File: src/rtl/dest_ip_tbl_ctrl.sv
// Initiator side of the destination-IP filter table access interface.
// Sequences single-cycle register commands into table requests, waits for acks with a timeout, and offers a clear-all sweep.
module dest_ip_tbl_ctrl #(
  parameter int C_S_AXI_DATA_WIDTH = 32,
  parameter int TBL_ADDR_WIDTH     = 5,
  parameter int TBL_DEPTH          = 32,
  parameter int ACK_TIMEOUT        = 16
) (
  input  logic                          AXI_ACLK,
  input  logic                          reset,
  input  logic                          cmd_valid,
  input  logic                          cmd_write,
  input  logic                          cmd_clear,
  input  logic [TBL_ADDR_WIDTH-1:0]     cmd_addr,
  input  logic [C_S_AXI_DATA_WIDTH-1:0] cmd_wdata,
  output logic                          cmd_ready,
  output logic                          cmd_overrun,
  output logic                          rsp_valid,
  output logic                          rsp_error,
  output logic [C_S_AXI_DATA_WIDTH-1:0] rsp_rdata,
  output logic [31:0]                   timeout_count,
  output logic                          tbl_wr_req,
  output logic [TBL_ADDR_WIDTH-1:0]     tbl_wr_addr,
  output logic [C_S_AXI_DATA_WIDTH-1:0] tbl_wr_data,
  input  logic                          tbl_wr_ack,
  output logic                          tbl_rd_req,
  output logic [TBL_ADDR_WIDTH-1:0]     tbl_rd_addr,
  input  logic [C_S_AXI_DATA_WIDTH-1:0] tbl_rd_data,
  input  logic                          tbl_rd_ack
);

  localparam int TW = $clog2(ACK_TIMEOUT) + 1;
  // The wait gives up on the edge where the timer would reach ACK_TIMEOUT-1,
  // so the error response lands exactly ACK_TIMEOUT cycles after the request.
  localparam logic [TW-1:0]             TMR_LAST   = TW'(ACK_TIMEOUT - 2);
  localparam logic [TBL_ADDR_WIDTH-1:0] SWEEP_LAST = TBL_ADDR_WIDTH'(TBL_DEPTH - 1);

  typedef enum logic [2:0] {
    IDLE,
    WR_REQ,
    WR_WAIT,
    RD_REQ,
    RD_WAIT,
    CLR_REQ,
    CLR_WAIT
  } state_t;

  state_t                          state_q;
  logic [TW-1:0]                   timer_q, timer_d;
  logic [TBL_ADDR_WIDTH-1:0]       sweep_q, sweep_d;
  logic [31:0]                     tout_cnt_q, tout_cnt_d;
  logic                            ready_q;
  logic                            rsp_valid_q;
  logic                            rsp_error_q;
  logic [C_S_AXI_DATA_WIDTH-1:0]   rdata_q;
  logic                            wr_req_q;
  logic [TBL_ADDR_WIDTH-1:0]       wr_addr_q;
  logic [C_S_AXI_DATA_WIDTH-1:0]   wr_data_q;
  logic                            rd_req_q;
  logic [TBL_ADDR_WIDTH-1:0]       rd_addr_q;
  logic                            ack_hit;
  logic                            expired;

  always_comb begin
    timer_d    = timer_q + 1'b1;
    sweep_d    = sweep_q + 1'b1;
    tout_cnt_d = (&tout_cnt_q) ? tout_cnt_q : tout_cnt_q + 32'd1;
    ack_hit    = (state_q == RD_WAIT) ? tbl_rd_ack : tbl_wr_ack;
    expired    = (timer_q == TMR_LAST);
  end

  always_ff @(posedge AXI_ACLK) begin
    if (reset) begin
      state_q     <= IDLE;
      timer_q     <= '0;
      sweep_q     <= '0;
      tout_cnt_q  <= '0;
      ready_q     <= 1'b1;
      rsp_valid_q <= 1'b0;
      rsp_error_q <= 1'b0;
      rdata_q     <= '0;
      wr_req_q    <= 1'b0;
      wr_addr_q   <= '0;
      wr_data_q   <= '0;
      rd_req_q    <= 1'b0;
      rd_addr_q   <= '0;
    end else begin
      wr_req_q    <= 1'b0;
      rd_req_q    <= 1'b0;
      rsp_valid_q <= 1'b0;
      rsp_error_q <= 1'b0;
      case (state_q)
        IDLE: begin
          if (cmd_valid) begin
            ready_q <= 1'b0;
            timer_q <= '0;
            if (cmd_clear) begin
              state_q   <= CLR_REQ;
              sweep_q   <= '0;
              wr_req_q  <= 1'b1;
              wr_addr_q <= '0;
              wr_data_q <= '0;
            end else if (cmd_write) begin
              state_q   <= WR_REQ;
              wr_req_q  <= 1'b1;
              wr_addr_q <= cmd_addr;
              wr_data_q <= cmd_wdata;
            end else begin
              state_q   <= RD_REQ;
              rd_req_q  <= 1'b1;
              rd_addr_q <= cmd_addr;
            end
          end
        end
        WR_REQ: begin
          state_q <= WR_WAIT;
          timer_q <= '0;
        end
        RD_REQ: begin
          state_q <= RD_WAIT;
          timer_q <= '0;
        end
        CLR_REQ: begin
          state_q <= CLR_WAIT;
          timer_q <= '0;
        end
        WR_WAIT, RD_WAIT, CLR_WAIT: begin
          if (ack_hit) begin
            if (state_q == RD_WAIT) begin
              rdata_q <= tbl_rd_data;
            end
            if ((state_q == CLR_WAIT) && (sweep_q != SWEEP_LAST)) begin
              state_q   <= CLR_REQ;
              sweep_q   <= sweep_d;
              wr_req_q  <= 1'b1;
              wr_addr_q <= sweep_d;
              wr_data_q <= '0;
            end else begin
              state_q     <= IDLE;
              ready_q     <= 1'b1;
              rsp_valid_q <= 1'b1;
            end
          end else if (expired) begin
            state_q     <= IDLE;
            ready_q     <= 1'b1;
            rsp_valid_q <= 1'b1;
            rsp_error_q <= 1'b1;
            tout_cnt_q  <= tout_cnt_d;
          end else begin
            timer_q <= timer_d;
          end
        end
        default: begin
          state_q <= IDLE;
          ready_q <= 1'b1;
        end
      endcase
    end
  end

  assign cmd_ready     = ready_q;
  assign cmd_overrun   = cmd_valid & ~ready_q;
  assign rsp_valid     = rsp_valid_q;
  assign rsp_error     = rsp_error_q;
  assign rsp_rdata     = rdata_q;
  assign timeout_count = tout_cnt_q;
  assign tbl_wr_req    = wr_req_q;
  assign tbl_wr_addr   = wr_addr_q;
  assign tbl_wr_data   = wr_data_q;
  assign tbl_rd_req    = rd_req_q;
  assign tbl_rd_addr   = rd_addr_q;

endmodule

File: config.mk
export PLATFORM = sky130hd
export DESIGN_NAME = dest_ip_tbl_ctrl
export DESIGN_NICKNAME = d
export VERILOG_FILES = /design/src/rtl/dest_ip_tbl_ctrl.sv
export SDC_FILE = /design/constraint.sdc
export NUM_CORES = 1
export LEC_CHECK = 0
export BUFFER_PORTS_ARGS = -buffer_cell sky130_fd_sc_hd__buf_2
export CELL_PAD_IN_SITES_DETAIL_PLACEMENT = 0
export CELL_PAD_IN_SITES_GLOBAL_PLACEMENT = 1
export CORE_ASPECT_RATIO = 2
export CORE_MARGIN = 1.5
export CORE_UTILIZATION = 35
export DETAILED_ROUTE_END_ITERATION = 7
export HOLD_SLACK_MARGIN = 0.05
export PLACE_DENSITY = 0.89
export SYNTH_ARGS = -nofsm -noshare
export SYNTH_HDL_FRONTEND = slang
export SYNTH_SLANG_ARGS = --single-unit
File: constraint.sdc
create_clock -name AXI_ACLK -period 2.6 [get_ports AXI_ACLK]
set_input_delay 0.26 -clock AXI_ACLK [delete_from_list [all_inputs] [get_ports AXI_ACLK]]
set_output_delay 0.26 -clock AXI_ACLK [all_outputs]
set_load 0.05 [all_outputs]
### Word level (Yosys, flattened, before mapping)

Cells that the tools add are included.

| word-level totals | value |
|---|---|
| bits of input ports | 76 |
| memories | 0 |
| register bits | 124 |
| output and inout port bits | 112 |
| logic and storage cells | 103 |
| latch bits | 0 |
| bits in read-only memories | 0 |
| memory bits (writable) | 0 |

| cells by class | value |
|---|---|
| magnitude comparators | 0 |
| muxes and demuxes | 42 |
| bitwise gates (word level) | 10 |
| multipliers | 0 |
| $add $sub $neg | 3 |
| reductions and logical operators | 18 |
| shifts and indexed selects | 0 |
| equality and inequality tests | 17 |
| divide/modulo/power cells | 0 |

Operators by type and width:

| operator | number |
|---|---|
| 32-bit two-way mux | 5 |
| 32-bit one-hot mux with 2 select lines | 1 |
| 5-bit two-way mux | 10 |
| 32-bit by 1-bit adder with 32-bit output (second input constant) | 1 |
| 32-bit AND reduction | 1 |
| 5-bit one-hot mux with 2 select lines | 2 |
| 4-bit AND reduction | 4 |
| 3-bit two-way mux | 5 |
| 3-bit one-hot mux with 5 select lines | 1 |
| 5-bit one-hot mux with 3 select lines | 1 |
| 1-bit two-way mux | 14 |
| 2-bit != test (second input constant) | 6 |
| 5-bit by 1-bit adder with 5-bit output (second input constant) | 2 |
| 5-bit AND reduction | 2 |
| 3-bit == test (second input constant) | 3 |
| 3-bit != test (second input constant) | 3 |
| 1-bit NOT | 9 |
| 3-bit OR reduction | 3 |
| 3-bit by 2-bit == test with 1-bit output (second input constant) | 2 |
| 5-bit by 4-bit == test with 1-bit output (second input constant) | 1 |
| 5-bit != test (second input constant) | 1 |
| 4-bit OR reduction | 1 |
| 3-bit by 1-bit == test with 1-bit output (second input constant) | 1 |
| 3-bit logical NOT | 1 |
| other kinds (10) | 10 |

### Longest topological paths before layout

| depth | value |
|---|---|
| word-level depth | 5 |
| gate-level depth with buffers | 11 |
| gate-level depth less buffers | 8 |

### Worst setup path after synthesis

No wires, ideal clock.

| timing path | value |
|---|---|
| path kind | register -> register |
| from | reg tout_cnt_q[0], in the netlist timeout_count[0] |
| to | reg tout_cnt_q[1], in the netlist timeout_count[1] |
| buffers on the path | 1 |
| data arrival time | 2.313 ns |
| data required time | 2.472 ns |
| period minus slack after synthesis | 2.440 ns |
| library setup time | 0.128 ns |
| cell stages (with the launch flop) | 8 |
| setup slack | 0.160 ns |
| cell sequence | dfxtp_1 > ha_1 > nand4_1 > or4_1 > o31ai_1 > buf_2 > mux2i_1 > nor2_1 |

| on the way | value |
|---|---|
| longest elaborated chain between the ends | 3 |
| elaborated cells on any way between the ends | 4 |
| classes of those cells | add/sub (1); bitwise (1); reduce/logical (2) |

RTL lines:

| what | line | source |
|---|---|---|
| from (decl) | 51 | `logic [31:0] tout_cnt_q, tout_cnt_d;` |
| from (signal assigned) | 148 | `tout_cnt_q <= tout_cnt_d;` |
| branches (longest 3 deep; another with 32-bit by 1-bit adder with 32-bit output) | -- |  |

Several ways; the timed one is not identified.
A chain may end at the register's enable or synchronous reset.

### Worst setup path after layout

| timing path | value |
|---|---|
| from | reg state_q[1] |
| to | reg tout_cnt_q[20], in the netlist timeout_count[20] |

| on the way | value |
|---|---|
| longest elaborated chain between the ends | 4 |
| elaborated cells on any way between the ends | 7 |
| classes of those cells | eq/ne (3); mux (1); bitwise (1); reduce/logical (2) |

RTL lines:

| what | line | source |
|---|---|---|
| from (decl) | 48 | `state_t state_q;` |
| from (signal assigned) | 74 | `state_q <= IDLE;` |
| from (signal assigned) | 98 | `state_q <= CLR_REQ;` |
| from (signal assigned) | 104 | `state_q <= WR_REQ;` |
| 3-bit == test | 68, 92 |  |
| 1-bit two-way mux | 68 | `ack_hit = (state_q == RD_WAIT) ? tbl_rd_ack : tbl_wr_ack;` |
| 1-bit NOT (no source line) | -- |  |
| 4-bit AND reduction (no source line) * | -- |  |

Mark *: on every way between the ends. The rest lies on a longest branch, timed or not.

==> results_dict.tcl <==
set metrics [dict create \
    period_share 0.892 \
    rsz0062_at_grt "false" \
    worst_pin_slew_ns 0.931 \
    clockRootBuffer "clkbuf_16" \
    cts_made_buffers 17 \
    reg2reg_to "timeout_count[20]" \
    drt_iter0_drc 213 \
    drt-pass1-iter-count 4 \
    syn_avg_cell_area_um2 8.18 \
    fin_skew_ns 0.0113 \
    row_count 62 \
    fin_crit_ns 2.32 \
    end_kind "flop" \
    core-area_mm2 0.0144 \
    num-fill-cells 1467 \
    netSwitchingPower_uw 2290 \
    register_area_mm2 0.00248 \
    rr_startpoint "state_q[1]" \
    yosys.area_share.simple 0.275 \
    p_per_area_mw_per_mm2 926 \
    hp-class "in -> reg" \
    wl_um 14800 \
    dieHeight_um 176 \
    worst_path_largest_cell_delay_ns 0.53 \
    power.leakage_uw 0.00293 \
    cp-start-kind "flop" \
    dp_hpwl_um 10600 \
    drive_gt1_frac 0.300 \
    min_to "rsp_rdata[4]" \
    grt_pass1_wl_um 23000 \
    synth_top_flop_cell "dfxtp_1" \
    gp_congestion 0.826 \
    p_comb_frac 0.280 \
    cts.sinks 124 \
    ant_nets 0 \
    r2r_cells 5 \
    grt_start_max_net_pins 86 \
    rrSetupSlack_ns 0.28 \
    drc 0 \
    status "completed" \
    clkLatencyLatePin_ns 0.41 \
    layout_commonest_cell "buf_2" \
    grt_overflow_total 0 \
    syn_inst 637 \
    cp.arrival_ns 2.65 \
    via_count 5183 \
    clockBufferDepth 2 \
    cp_slowest_cell "or4_1" \
    synth_top_area_share 0.476 \
    chipWidth_um 89.3 \
    dieArea_mm2 0.0157 \
    synthMuxAreaShare 0.0195 \
    p_sw_frac 0.353 \
    place_ws_ns 0.132 \
    cts_max_level 4 \
    antenna_cells 0 \
    max_freq_mhz 431 \
    grt_pass1_vias 4847 \
    layout.nets 901 \
    critPathKind "reg -> reg" \
    ys_ff_latch 124 \
    start_util 0.361 \
    hp-start "tbl_rd_data[4]" \
    multi_input_area_mm2 0.00255 \
    postLayoutSetupSlackWorst_ns 0.282 \
    synth_top_family_by_area "simple AND/OR/NAND/NOR gates" \
    synth_fp_nets 718 \
    critical_path_required_ns 2.93 \
    gr-usage-all-layers 0.188 \
    fin_hold_ws_ns 0.0898 \
    clockPowerShare 0.384 \
    irDropWorstVdd_v 0.000468 \
    hold_violations 0 \
    p_int_uw 4210 \
    io_buffer_count 187 \
    path_delay_family "simple AND/OR/NAND/NOR gates" \
    yosys_warnings 0 \
    path_buf_inv 0 \
    post_drt_wl_per_cell_um 14.4 \
    cts_tree "built" \
    p_seq_frac 0.336 \
    syn_area_mm2 0.00521 \
    final-setup-viol-count 0 \
    slew_headroom 0.379 \
    synth_cell_types 51 \
    hold_path_depth 3 \
    avgViaCountPerCell 5.06 \
    fin_cells 1025 \
    path_clk_slew_ns 0.06 \
    postCtsSetupBuffers 0 \
    cp_cell_sequence "or3b_4, a2111oi_4, o21ai_2, or4_1, a21oi_1" \
    async_flop_share 0 \
    synth.area.top_cells "dfxtp_1 48%, a21oi_1 9.8%, nand2_1 8.4%, nand3_1 4.3%, clkbuf_1 2.5%" \
    cap_viol_max_count 0 \
    synth-compound-area-share 0.170 \
    dp.cells 993 \
    ios 188 \
    area_growth_pct 34.8 \
    synth_fa_ha_area_frac 0.0120 \
    mostFrequentLayoutCells "186 x buf_2, 124 x dfxtp_1, 117 x nand2_1" \
    path_max_fanout 14 \
    final_max_slew_viol_count 0 \
    synth-edff-count 0 \
    synth_xor_xnor_area_share 0.00841 \
    finalSetupTns_ns 0 \
    antenna_found_initial 0 \
    synth-seq-area-share 0.476 \
    yosys.area.top_type "dfxtp_1" \
]
-- power groups by stage --
stage / registers (µW) / logic [µW] / clock network, µW
after floorplan: 2730 / 796 / 0
after global placement: 2220 / 1820 / 0
after detailed placement: 2220 / 1820 / 0
after CTS: 2180 / 1830 / 2560
after global routing: 2210 / 1960 / 2650
final: 2180 / 1820 / 2500
-- worst max path at each step --
stage                          start                 to  slack, ns  cells after the start
global route              state_q[1]  timeout_count[20]       0.16                      5
CTS                       sweep_q[1]     tbl_wr_data[8]       0.13                      9
global placement          sweep_q[1]    tbl_wr_data[11]       0.24                      9
floorplan           timeout_count[0]   timeout_count[1]       0.16                      7
detailed placement        sweep_q[1]     tbl_wr_data[8]       0.13                      9
finish                    state_q[1]  timeout_count[20]       0.28                      5
-- worst min-delay path, stage by stage --
cell,delay (ns)
buf_2,0.09
nand2_1,0.04
a21oi_1,0.05
-- timing repair --
item	in CTS	in global routing
resized for setup	0	1
hold buffers	0	0
setup endpoints to repair	0	19
-- kinds of logic (layout without fill, tap and decap cells) --
kind of cell,Yosys count,in the layout
AO/OA/AOI/OAI,155,155
XOR/XNOR,5,5
adder cells (fa/ha/maj),5,5
buffers and inverters,49,245
flip-flops,124,124
multiplexers,10,10
AND/OR/NAND/NOR,289,289
-- metal layers --
layer | vias to the layer above | GRT usage | share of wire | routed length, µm
li1 | 2626 | - | - | -
met1 | 2411 | 0.187 | 0.38 | 5690
met2 | 116 | 0.352 | 0.56 | 8240
met3 | 30 | 0.0399 | 0.031 | 459
met4 | 0 | 0.0942 | 0.028 | 421
met5 | - | 0 | 0 | 0
-- registers in the layout (all words and copies together) (netlist names) --
register,flops
cmd_ready,1
rsp_valid,1
rsp_rdata,32
rsp_error,1
state_q,3
tbl_wr_data,32
tbl_wr_req,1
tbl_rd_addr,5
tbl_wr_addr,5
tbl_rd_req,1
sweep_q,5
timeout_count,32
timer_q,5
-- layout make-up --
cell class / instances / share of cell area
Tap cell: 192 / 0.0342
Sequential cell: 124 / 0.353
Clock buffer: 19 / 0.0616
Clock inverter: 13 / 0.0274
Timing Repair Buffer: 206 / 0.156
Multi-Input combinational cell: 464 / 0.364
Inverter: 7 / 0.00374
-- Yosys cell counts (2+ instances only) --
master    count
nor4_1        2
and3_1        2
nand4b_1      2
dfxtp_1     124
nor2_1       35
nand4_1      10
ha_1          5
nand2_1     117
nor3_1        7
mux2i_1       9
or4_1        13
and4_1        5
a211oi_1      5
a21o_1        2
clkbuf_1     35
nor2b_1       5
buf_2         5
a21oi_1     102
o21ai_0      23
a31oi_1       2
nand3_1      45
and2_1        5
nor4b_1       3
xor2_1        4
nor3b_1       3
nand3b_1      3
or3_1        21
inv_1         7
or2_2         4
o211ai_1      3
o31ai_1       9
-- through the flow --
step / util / power [µW] / cell area [µm²]
after floorplan: - / 3530 / 5210
after global placement: 0.443 / 4040 / 6390
after detailed placement: 0.443 / 4050 / 6390
after CTS: 0.486 / 6570 / 7020
after global routing: 0.487 / 6820 / 7020
final: 0.487 / 6500 / 7020
(Power assumes the default switching activity.)
